File: config.mk
export PLATFORM = sky130hd
export DESIGN_NAME = mvu_nloop_agu
export DESIGN_NICKNAME = d
export VERILOG_FILES = /design/src/rtl/mvu_nloop_agu.sv
export SDC_FILE = /design/constraint.sdc
export NUM_CORES = 1
export LEC_CHECK = 0
export CORE_MARGIN = 2
export CORE_UTILIZATION = 55
export DETAILED_ROUTE_END_ITERATION = 10
export PLACE_DENSITY = 0.81
export RECOVER_POWER = 100
export SYNTH_ARGS = -nofsm -noshare
export SYNTH_HDL_FRONTEND = slang
export SYNTH_SLANG_ARGS = --single-unit
File: constraint.sdc
create_clock -name clk -period 6.35 [get_ports clk]
set_input_delay 1.27 -clock clk [delete_from_list [all_inputs] [get_ports clk]]
set_output_delay 1.27 -clock clk [all_outputs]
set_load 0.02 [all_outputs]
File: src/rtl/mvu_nloop_agu.sv
// N-level nested-loop address generator: base + signed per-level jumps, per-level lengths.
// Latency: first beat is valid 1 cycle after start; then one beat per cycle.
// Backpressure: valid/ready; while valid_o && !ready_i the address, flags and counters hold.
module mvu_nloop_agu #(
  parameter int NLOOPS  = 5,
  parameter int BADDR   = 15,
  parameter int BJUMP   = 15,
  parameter int BLENGTH = 15
) (
  input  logic                      clk,
  input  logic                      rst_n,
  input  logic                      start_i,
  input  logic                      clear_i,
  input  logic [BADDR-1:0]          base_i,
  input  logic [NLOOPS*BJUMP-1:0]   jump_i,
  input  logic [NLOOPS*BLENGTH-1:0] length_i,
  output logic [BADDR-1:0]          addr_o,
  output logic                      valid_o,
  input  logic                      ready_i,
  output logic [NLOOPS-1:0]         z_o,
  output logic                      last_o,
  output logic                      busy_o,
  output logic                      done_o
);

  typedef enum logic {IDLE, RUN} state_t;

  state_t              state_q, state_d;
  logic [BADDR-1:0]    addr_q, addr_d;
  logic [BLENGTH-1:0]  cnt_q  [NLOOPS];
  logic [BLENGTH-1:0]  cnt_d  [NLOOPS];
  logic [BLENGTH-1:0]  len_q  [NLOOPS];
  logic [BLENGTH-1:0]  len_d  [NLOOPS];
  logic [BJUMP-1:0]    jump_q [NLOOPS];
  logic [BJUMP-1:0]    jump_d [NLOOPS];
  logic                done_q, done_d;
  logic                fire;
  logic                found;
  logic [BJUMP-1:0]    jsel;
  logic [BADDR-1:0]    jext;
  logic                zacc;

  assign valid_o = (state_q == RUN);
  assign fire    = valid_o && ready_i;
  assign addr_o  = addr_q;
  assign busy_o  = (state_q != IDLE);
  assign done_o  = done_q;

  // Loop-end flags: level i ends when it and every inner level have run out.
  always_comb begin
    zacc = 1'b1;
    z_o  = '0;
    for (int i = 0; i < NLOOPS; i++) begin
      zacc   = zacc && (cnt_q[i] == '0);
      z_o[i] = valid_o && zacc;
    end
    last_o = z_o[NLOOPS-1];
  end

  // Next-state: latch on start, step the lowest non-exhausted level on each fire.
  always_comb begin
    state_d = state_q;
    addr_d  = addr_q;
    cnt_d   = cnt_q;
    len_d   = len_q;
    jump_d  = jump_q;
    done_d  = 1'b0;
    found   = 1'b0;
    jsel    = '0;
    jext    = '0;
    if (clear_i) begin
      state_d = IDLE;
    end else if (state_q == IDLE) begin
      if (start_i) begin
        for (int i = 0; i < NLOOPS; i++) begin
          len_d[i]  = length_i[i*BLENGTH +: BLENGTH];
          cnt_d[i]  = length_i[i*BLENGTH +: BLENGTH];
          jump_d[i] = jump_i[i*BJUMP +: BJUMP];
        end
        addr_d  = base_i;
        state_d = RUN;
      end
    end else if (fire) begin
      // Levels below the stepping one are exactly those already at zero; they reload.
      for (int i = 0; i < NLOOPS; i++) begin
        if (!found) begin
          if (cnt_q[i] != '0) begin
            found    = 1'b1;
            cnt_d[i] = cnt_q[i] - BLENGTH'(1);
            jsel     = jump_q[i];
          end else begin
            cnt_d[i] = len_q[i];
          end
        end
      end
      for (int b = 0; b < BADDR; b++) begin
        jext[b] = jsel[(b < BJUMP) ? b : BJUMP-1];
      end
      if (found) begin
        addr_d = addr_q + jext;
      end else begin
        state_d = IDLE;
        done_d  = 1'b1;
      end
    end
  end

  // State, address, counters and latched configuration registers.
  always_ff @(posedge clk or negedge rst_n) begin
    if (!rst_n) begin
      state_q <= IDLE;
      addr_q  <= '0;
      done_q  <= 1'b0;
      for (int i = 0; i < NLOOPS; i++) begin
        cnt_q[i]  <= '0;
        len_q[i]  <= '0;
        jump_q[i] <= '0;
      end
    end else begin
      state_q <= state_d;
      addr_q  <= addr_d;
      done_q  <= done_d;
      for (int i = 0; i < NLOOPS; i++) begin
        cnt_q[i]  <= cnt_d[i];
        len_q[i]  <= len_d[i];
        jump_q[i] <= jump_d[i];
      end
    end
  end

endmodule

==> qor.yml, run 1 <==
critical_path:
  cp_slowest_stage_delay_ns: 0.88
  crit_path_start: "cnt_q[45]"
  r2r_start: "cnt_q[45]"
  worstPathRequired_ns: 6.77
  crit_slowest_cell: "nor2b_1"
  crit_chain: "inv_1, ha_1, or4b_1, or4_1, nor2b_1, a22oi_1, a21oi_1, a221o_1, ha_1, a21o_1, a21o_1, a2111oi_0, o311ai_0, a311oi_1, xnor2_1, mux2i_1, o21ai_0"
  end_kind: "flop"
  crit_path_start_kind: "flop"
  path_class: "flop to flop"
  cp.arrival_ns: 6.15
  cp_max_fo: 14
logic_synthesis:
  synth-warning-count: 0
  synth-edff-count: 0
  synth_fp_nets: 1448
  ys_types: 60
  avgSynthCellArea_sq_um: 10.2
  synth_ff_type: "dfrtp_1"
  synth_top_cell_by_area: "dfrtp_1"
  synth_top_area_share_pct: 47.4
  synthTopCellsByArea: "dfrtp_1 (47%), mux2_2 (13%), o21ai_0 (4.4%), a21oi_1 (3.8%), nor2_1 (3.7%)"
  synth_seq_cells: 242
  yosysSeqAreaShare_pct: 47.4
  postSynth.asyncResetShare_pct: 100
  netlist_area_sq_mm: 0.0128
  synth_cells: 1254
worst_hold_path:
  worstHoldStart: "cnt_q[29]"
  min_path_type: "flop to flop"
floorplan:
  die_w_um: 156
  die_area_sq_mm: 0.0245
  num_rows: 55
  core_sq_mm: 0.0227
  die_h_um: 156
  start_util_pct: 56.2
  io-pin-count: 194
global_routing:
  antenna_found_initial: 0
  grt_pass1_wl_mm: 52.4
  grt_max_degree: 167
  overflow: 0
  grtUsageTotal_pct: 26.7
  grt_pass1_vias: 10200
status:
  run_status: "finished, violations left"
  violations: "capacitance limit, slew limit"
sta:
  finalWorstSetupSlack_ns: 0.619
  tns_ns: 0
  slew_viol_final: 321
  fin_crit_sh_pct: 90.3
  fmaxAchievable_ghz: 0.174
  hold_violations: 0
  tightestPinTransition_ns: 4.19
  min_period_ns: 5.73
  rsz0062_at_grt: "false"
  slew_headroom_pct: -179
  setup_viol: 0
  fin_skew_ns: 0.0223
cts:
  cts_sinks: 242
  clk_latency_ns: 0.54
  cts_root_buf: "clkbuf_16"
  numCtsBuffers: 26
  postCtsSetupBuffers: 0
  htree_levels: 1
  tritoncts: "done"
  clk_path_buf_depth: 3
  hold_buffers: 0
  path_clk_slew_ns: 0.06
  cts_resized: 0
cells_and_area:
  layout.nets: 1600
  drive_gt1_share_pct: 15.4
  multi_input_area_sq_mm: 0.00631
  n_antenna_cell: 0
  areaGrowthSynthToFinish_pct: 23.3
  regArea_sq_mm: 0.00606
  fillers: 1726
run:
  max_cap_viol_count: 5
place:
  dp_hpwl_mm: 22.1
  dp_slack_ns: 0.795
  numPortBuffers: 193
  gp_congestion: 0.881
drt:
  vias: 10300
  ant_nets: 0
  dr.pass1.iters: 6
  drt_iter0_drc: 685
  wl_per_cell_um: 19.2
  drt_wl_total_mm: 32.8
  drc_errors: 0
  viasPerCell: 6.04
power_and_ir_drop:
  ir_worst_vdd_mv: 0.233
  p_leak_uw: 0.00641
  power.density_mw_per_mm2: 328
==> power breakdown <==
| group | switching (uW) | internal (uW) | leakage (uW) |
|---|---|---|---|
| Combinational | 680 | 709 | 0.00307 |
| Sequential | 300 | 1880 | 0.00288 |
| Clock | 616 | 980 | 0.000456 |
==> critical path, delay by kind of cell (launching register included) <==
kind / cells / cell delay, ns
buffers and inverters: 1 / 0.12
DFF: 1 / 0.42
xor gates and xnor gates: 1 / 0.16
AOI/OAI and AO/OA: 9 / 2.51
and+or+nand+nor: 3 / 1.90
adders and majority gates: 2 / 0.41
muxes: 1 / 0.08
==> layout by cell type, fill, tap and decap left out, types with 14 or more instances in the layout <==
| master | count |
|---|---|
| a221o_1 | 15 |
| nor4_1 | 15 |
| nor2_1 | 125 |
| dfrtp_1 | 241 |
| a211oi_1 | 16 |
| inv_1 | 18 |
| a21oi_1 | 95 |
| ha_1 | 23 |
| o211ai_1 | 16 |
| nor3_1 | 22 |
| clkbuf_16 | 26 |
| mux2_2 | 150 |
| dlygate4sd3_1 | 22 |
| a22oi_1 | 14 |
| xnor2_1 | 36 |
| clkdlybuf4s50_1 | 170 |
| o21ai_0 | 114 |
| or3_1 | 17 |
| mux2i_1 | 32 |
| nand2_1 | 102 |
==> final cells by class <==
class	instances	area share (%)
sequential	242	38.5
clock inverter	8	0.803
tap	285	2.26
multi-input combinational	911	40.1
inverter	19	0.453
clock buffer	40	5.04
timing repair buffer	206	12.9
==> worst paths after layout <==
kind	to	slack (ns)	cells past startpoint
max in group asynchronous	cnt_q[40]	1.10	2
min in group asynchronous	len_q[4]	2.20	1
hold reg to reg	cnt_q[29]	0.50	2
setup reg to reg	addr_o[13]	0.62	17
setup / recovery	addr_o[13]	0.62	17
hold / removal	cnt_q[29]	0.50	2
==> flip-flops by register name, indices dropped and copies added (netlist names) <==
| register | count |
|---|---|
| cnt_q | 75 |
| addr_o | 15 |
| busy_o | 1 |
| done_o | 1 |
| len_q | 75 |
| jump_q | 75 |
==> per-stage QoR <==
| stage | hold WS, ns | cells | instance area (sq um) | utilization, % | power (uW) |
|---|---|---|---|---|---|
| final | 0.499 | 1711 | 15700 | 69.3 | 5170 |
| after global routing | 0.518 | 1711 | 15700 | 69.3 | 5450 |
| after CTS | 0.503 | 1711 | 15800 | 69.5 | 5200 |
| after detailed placement | 0.487 | 1663 | 14900 | 65.5 | 3590 |
| after global placement | 0.484 | 1663 | 14900 | 65.5 | 3530 |
| after floorplan | 0.460 | 1254 | 12800 | - | 3100 |
==> per-layer routing <==
layer	vias up	track usage, %	wire (um)
met5	-	0	0
met4	0	8.34	941
met3	68	3.24	1850
met2	351	44.1	16000
met1	5069	37.0	14000
li1	4854	-	-
==> cells in the mapped netlist, types with 4 or more instances <==
library cell	count
dfrtp_1	242
mux2_2	150
nor2_1	125
o21ai_0	112
nand2_1	102
a21oi_1	96
clkbuf_1	68
xnor2_1	36
mux2i_1	32
ha_1	23
nor3_1	22
inv_1	19
or3_1	17
a211oi_1	16
o211ai_1	16
a221o_1	15
a22oi_1	14
nor4_1	14
or4_1	13
xor2_1	13
a21o_1	6
a311oi_1	6
a31oi_1	6
buf_2	6
nor3b_1	6
a222oi_1	5
buf_1	5
nand2b_1	5
nand3_1	5
nor4_2	4
o31ai_1	4
==> logic make-up after synthesis <==
group,synth area share (%)
and+or+nand+nor,12.6
AOI/OAI and AO/OA,15.3
DFF,47.4
muxes,15.7
buffers and inverters,3.12
xor gates and xnor gates,3.36
adders and majority gates,2.41
Power figures use the tool's default switching activity.
==> run 2: changes to the inputs <==
Settings changed: CAP_MARGIN set to 20.
==> run 2 against run 1 <==
The flow still finishes with violations (capacitance limit, slew limit); first-iteration DRC count up 11%; non-clock buffer count up 3; fmax up 0.49%; critical path type unchanged; worst setup slack better by 0.028 ns; hold slack better by 0.0023 ns; clock-buffer cell count down 1; flip-flop and latch count unchanged; clock skew up 0.0087 ns; final cell count up 0.29%.
==> qor.yml, run 2 (synthesis results as in run 1) <==
cts:
  tritoncts: "done"
  hold_buffers: 0  # unchanged
  numCtsBuffers: 27  # +3.8%
  clk_path_buf_depth: 3  # unchanged
  cts_sinks: 242  # unchanged
  cts_resized: 0  # unchanged
  clk_latency_ns: 0.54  # about the same
  cts_root_buf: "clkbuf_16"
  path_clk_slew_ns: 0.06  # about the same
  postCtsSetupBuffers: 0  # unchanged
  htree_levels: 1  # unchanged
global_routing:
  grt_pass1_wl_mm: 52.6  # +0.33%
  antenna_found_initial: 3  # +3
  grt_pass1_vias: 10200  # -0.46%
  overflow: 0  # unchanged
  grtUsageTotal_pct: 26.8  # +0.081 points
  grt_max_degree: 167  # unchanged
sta:
  setup_viol: 0  # unchanged
  tightestPinTransition_ns: 4.09  # -0.101 ns
  fmaxAchievable_ghz: 0.175  # +0.49%
  min_period_ns: 5.70  # -0.0281 ns
  slew_viol_final: 395  # +23%
  tns_ns: 0  # unchanged
  slew_headroom_pct: -172  # +6.7 points
  fin_crit_sh_pct: 89.8  # -0.44 points
  fin_skew_ns: 0.0310  # +0.00867 ns
  hold_violations: 0  # unchanged
  rsz0062_at_grt: "false"
drt:
  drt_wl_total_mm: 32.8  # about the same
  dr.pass1.iters: 7  # +1
  viasPerCell: 6.03  # -0.20%
  drc_errors: 0  # unchanged
  vias: 10400  # +0.087%
  wl_per_cell_um: 19.1  # -0.25%
  drt_iter0_drc: 759  # +11%
  ant_nets: 0  # unchanged
cells_and_area:
  final_common_cell: "dfrtp_1"
  final_cell_mix: "dfrtp_1 (241), clkdlybuf4s50_1 (170), mux2_2 (150)"
  fillers: 1706  # -1.2%
  final_core_util_pct: 69.5  # +0.15 points
  layout.nets: 1604  # +0.25%
  multi_input_area_sq_mm: 0.00631  # about the same
  areaGrowthSynthToFinish_pct: 23.6
  regArea_sq_mm: 0.00606  # unchanged
  drive_gt1_share_pct: 15.5  # +0.12 points
  reg_top3: "cnt_q (75), jump_q (75), len_q (75)"
  design_area_sq_mm: 0.0158  # +0.22%
critical_path:
  end_kind: "flop"
  reg2reg_depth: 16  # -1
  cp.arrival_ns: 6.15  # about the same
  cp_slowest_stage_delay_ns: 0.67  # -0.21 ns
  crit_slowest_cell: "nor2_1"
  critPathMostFrequentCell: "ha_1"
  crit_chain: "inv_1, ha_1, or4b_1, nor4_2, nand3_1, nor2_1, buf_4, a221o_1, ha_1, a21o_1, a2111oi_0, o311ai_0, a311oi_1, xnor2_1, mux2i_1, o21ai_0"
  path_class: "flop to flop"
  crit_path_start_kind: "flop"
  cp_max_fo: 9  # -5
  worstPathRequired_ns: 6.80  # +0.03 ns
floorplan:
  num_rows: 55  # unchanged
  die_area_sq_mm: 0.0245  # unchanged
  die_w_um: 156  # unchanged
  die_h_um: 156  # unchanged
  start_util_pct: 56.2  # unchanged
  io-pin-count: 194  # unchanged
  core_sq_mm: 0.0227  # unchanged
place:
  numPortBuffers: 193  # unchanged
  dp_hpwl_mm: 22.2  # +0.59%
  gp_congestion: 0.881  # unchanged
  placed_cell_area_sq_mm: 0.0149  # about the same
status:
  violations: "capacitance limit, slew limit"
  run_status: "finished, violations left"
power_and_ir_drop:
  power.density_mw_per_mm2: 329  # +0.28%
  ir_worst_vdd_mv: 0.220  # -5.6%
  p_leak_uw: 0.00643  # +0.38%
worst_hold_path:
  min_path_type: "flop to flop"
  min_path_cells: 1  # -1
run:
  max_cap_viol_count: 4  # -1
run 2: cell types whose count changed in the layout (fill, tap and decap cells not counted), sizes merged:
cell      before  now
clkinv         5    3
inv           19   20
diode          0    3
clkinvlp       0    1
buf           11   13
run 2: layout make-up:
type	count	share of cell area (%)
antenna	3	0.0476
clock buffer	39	5.07
clock inverter	8	0.769
inverter	19	0.452
multi-input combinational	911	40.0
sequential	242	38.4
tap	285	2.26
timing repair buffer	209	13.0
run 2: routing by layer:
metal,GRT usage [%],share of wire [%]
met4,9.26,2.9
met5,0,0
met2,43.0,49
met1,37.4,43
met3,3.82,5.6
run 2: stage by stage:
step | hold WS (ns) | setup slack (ns) | power, uW | std cells
final | 0.502 | 0.647 | 5190 | 1716
after global routing | 0.517 | 0.266 | 5470 | 1716
after CTS | 0.506 | 0.757 | 5220 | 1711
after detailed placement | 0.487 | 0.801 | 3590 | 1664
after global placement | 0.484 | 0.941 | 3530 | 1663
after floorplan | 0.460 | 1.30 | 3100 | 1254
run 2: power by group:
group          total, uW  internal [uW]  switching (uW)
clock network       1620            990             627
logic               1390            712             680
registers           2180           1880             301
total               5190           3580            1610
run 2: path summary, 6_finish.rpt:
path | start | endpoint | slack, ns
max in group asynchronous | rst_n | cnt_q[13] | 1.29
min in group asynchronous | rst_n | cnt_q[4] | 0.71
min | len_q[8] | len_q[8] | 0.50
max | cnt_q[45] | addr_o[13] | 0.65
min reg2reg | len_q[8] | len_q[8] | 0.50
max reg2reg | cnt_q[45] | addr_o[13] | 0.65
run 2: critical path, delay by kind of cell, from the launching register on:
kind | cells | cell delay [ns]
XOR/XNOR | 1 | 0.16
flip-flops | 1 | 0.41
buffers and inverters | 2 | 0.41
multiplexers | 1 | 0.09
AO/OA/AOI/OAI | 6 | 1.90
adder cells (fa/ha/maj) | 2 | 0.44
AND/OR/NAND/NOR | 4 | 2.20
==> run 3: changes to the inputs <==
Settings changed: CORE_UTILIZATION 55 to 56, CTS_BUF_LIST set to sky130_fd_sc_hd__clkbuf_8, CTS_CLUSTER_DIAMETER set to 200, MAX_ROUTING_LAYER set to met4, PLACE_DENSITY 0.81 to 0.82.
==> run 3 against run 2 <==
The run still ends with capacitance limit, slew limit left; largest power group unchanged; via count rose by 1.7%; global-route usage rose by 1.3 points; clock skew fell by 0.018 ns; first-iteration DRC count fell by 14%; power fell by 3.6%.
==> qor.yml, run 3 (synthesis results as in run 1) <==
status:
  run_status: "finished, violations left"
  violations: "capacitance limit, slew limit"
drt:
  route.met2.wl_mm: 16.0  # about the same
  vias: 10500  # +1.7%
  drt_iter0_drc: 651  # -14%
  dr.pass1.iters: 6  # -1
  wl_met3_mm: 1.92  # +4.9%
  met1_length_mm: 14.2  # +0.44%
  viasPerCell: 6.03  # about the same
  drc_errors: 0  # unchanged
  wl_per_cell_um: 18.9  # -1.4%
  routed.top_layer: "met4"
  drt_wl_total_mm: 33.0  # +0.36%
  ant_nets: 0  # unchanged
power_and_ir_drop:
  p_sw_uw: 1630  # +1.4%
  pwr-share-clk_pct: 28.7  # -2.4 points
  p_int_uw: 3380  # -5.8%
  p_seq_share_pct: 43.5  # +1.5 points
  power.density_mw_per_mm2: 319  # -3.1%
  ir_worst_vdd_mv: 0.199  # -9.7%
  swShare_pct: 32.6  # +1.6 points
  p_leak_uw: 0.00647  # +0.62%
  p_comb_share_pct: 27.8  # +1.0 points
sta:
  hold_violations: 0  # unchanged
  tightestPinTransition_ns: 3.25  # -0.835 ns
  fin_skew_ns: 0.0126  # -0.0184 ns
  finalWorstSetupSlack_ns: 0.507  # -0.140 ns
  tns_ns: 0  # unchanged
  fmaxAchievable_ghz: 0.171  # -2.4%
  slew_headroom_pct: -117  # +56 points
  slew_viol_final: 460  # +16%
  min_period_ns: 5.84  # +0.140 ns
  setup_viol: 0  # unchanged
  rsz0062_at_grt: "false"
  fin_crit_sh_pct: 92.0  # +2.2 points
cts:
  cts_sinks: 242  # unchanged
  clk_path_buf_depth: 3  # unchanged
  tritoncts: "done"
  clk_latency_ns: 0.55  # about the same
  htree_levels: 2  # +1
  numCtsBuffers: 42  # +56%
  path_clk_slew_ns: 0.06  # about the same
  postCtsSetupBuffers: 0  # unchanged
  hold_buffers: 0  # unchanged
  cts_root_buf: "clkbuf_8"
  cts_resized: 0  # unchanged
cells_and_area:
  reg_top3: "cnt_q (75), jump_q (75), len_q (75)"
  areaGrowthSynthToFinish_pct: 23.0
  n_antenna_cell: 0  # -3
  layout.nets: 1624  # +1.2%
  design_area_sq_mm: 0.0157  # -0.47%
  final_common_cell: "dfrtp_1"
  final_cell_mix: "dfrtp_1 (241), clkdlybuf4s50_1 (171), mux2_2 (150)"
  drive_gt1_share_pct: 16.6  # +1.0 points
worst_hold_path:
  min_path_type: "flop to flop"
  min_path_cells: 1  # unchanged
place:
  placed_cell_area_sq_mm: 0.0149  # +0.30%
  dp_slack_ns: 0.863  # +0.0626 ns
  gp_congestion: 0.929  # +5.4%
  dp_hpwl_mm: 22.6  # +1.7%
  numPortBuffers: 193  # unchanged
global_routing:
  grt_max_degree: 139  # -17%
  grtUsageTotal_pct: 28.1  # +1.3 points
  overflow: 0  # unchanged
  grt_pass1_wl_mm: 52.8  # +0.33%
  grt_pass1_vias: 10300  # +1.8%
  antenna_found_initial: 0  # -3
critical_path:
  crit_path_start_kind: "flop"
  worstPathRequired_ns: 5.08  # -1.72 ns
  crit_chain: "clkbuf_1, dlygate4sd3_1"
  cp_slowest_stage_delay_ns: 2.33  # +1.66 ns
  cp.arrival_ns: 4.57  # -1.58 ns
  end_kind: "output port"
  reg2reg_depth: 7  # -9
  cp_max_fo: 50  # +41
  path_class: "flop to output port"
  crit_slowest_cell: "clkbuf_1"
floorplan:
  die_h_um: 155  # -0.87%
  io-pin-count: 194  # unchanged
  die_w_um: 155  # -0.87%
  core_sq_mm: 0.0225  # -0.91%
  num_rows: 55  # unchanged
  start_util_pct: 56.8  # +0.52 points
  die_area_sq_mm: 0.0240  # -1.7%
run:
  max_cap_viol_count: 5  # +1
-- run 3: changes by cell type in the layout (fill, tap and decap cells not counted), moves of 3 or more --
cell,delta
clkbuf_16,-27
diode_2,-3
inv_1,+15
clkbuf_1,-3
buf_4,+3
clkbuf_8,+47
bufinv_16,-3
-- run 3: layer usage --
metal / global-route usage [%] / up-vias
li1: - / 4900
met1: 37.4 / 5193
met2: 44.8 / 365
met3: 4.04 / 70
met4: 9.17 / 0
met5: - / -
-- run 3: path summary, 6_finish.rpt --
check	start	endpoint	slack, ns
setup / recovery	busy_o	busy_o	0.51
hold / removal	jump_q[44]	jump_q[44]	0.50
setup reg to reg	busy_o	cnt_q[45]	0.53
hold reg to reg	jump_q[44]	jump_q[44]	0.50
max in group asynchronous	rst_n	jump_q[36]	1.67
min in group asynchronous	rst_n	len_q[4]	1.61
-- run 3: critical path: cells and delay by family (launching register included) --
family,cells,cell delay (ns)
buffers and inverters,2,3.26
DFF,1,0.74
-- run 3: final cells by class --
type                    instances  area, sq um
clock buffers                  55          757
clock inverters                20         97.6
fillers                      1713         6800
inverters                      19         71.3
multi-input cells             911         6290
flip-flops and latches        242         6060
well taps                     285          357
repair buffers                214         2080
-- run 3: power by group through the flow --
stage	combinational (uW)	sequential, uW	clock (uW)
3_5_place_dp	1390	2200	0
4_1_cts	1400	2180	1460
2_1_floorplan	953	2140	0
5_1_grt	1550	2230	1540
6_report	1390	2180	1430
3_3_place_gp	1350	2180	0
-- run 3: metrics by stage --
stage | std cells | hold WS [ns] | util [%] | total power [uW]
after floorplan | 1254 | 0.460 | - | 3100
after global placement | 1669 | 0.482 | 66.3 | 3540
after detailed placement | 1670 | 0.491 | 66.3 | 3590
after CTS | 1745 | 0.500 | 70.1 | 5040
after global routing | 1746 | 0.517 | 69.8 | 5310
final | 1746 | 0.498 | 69.8 | 5010
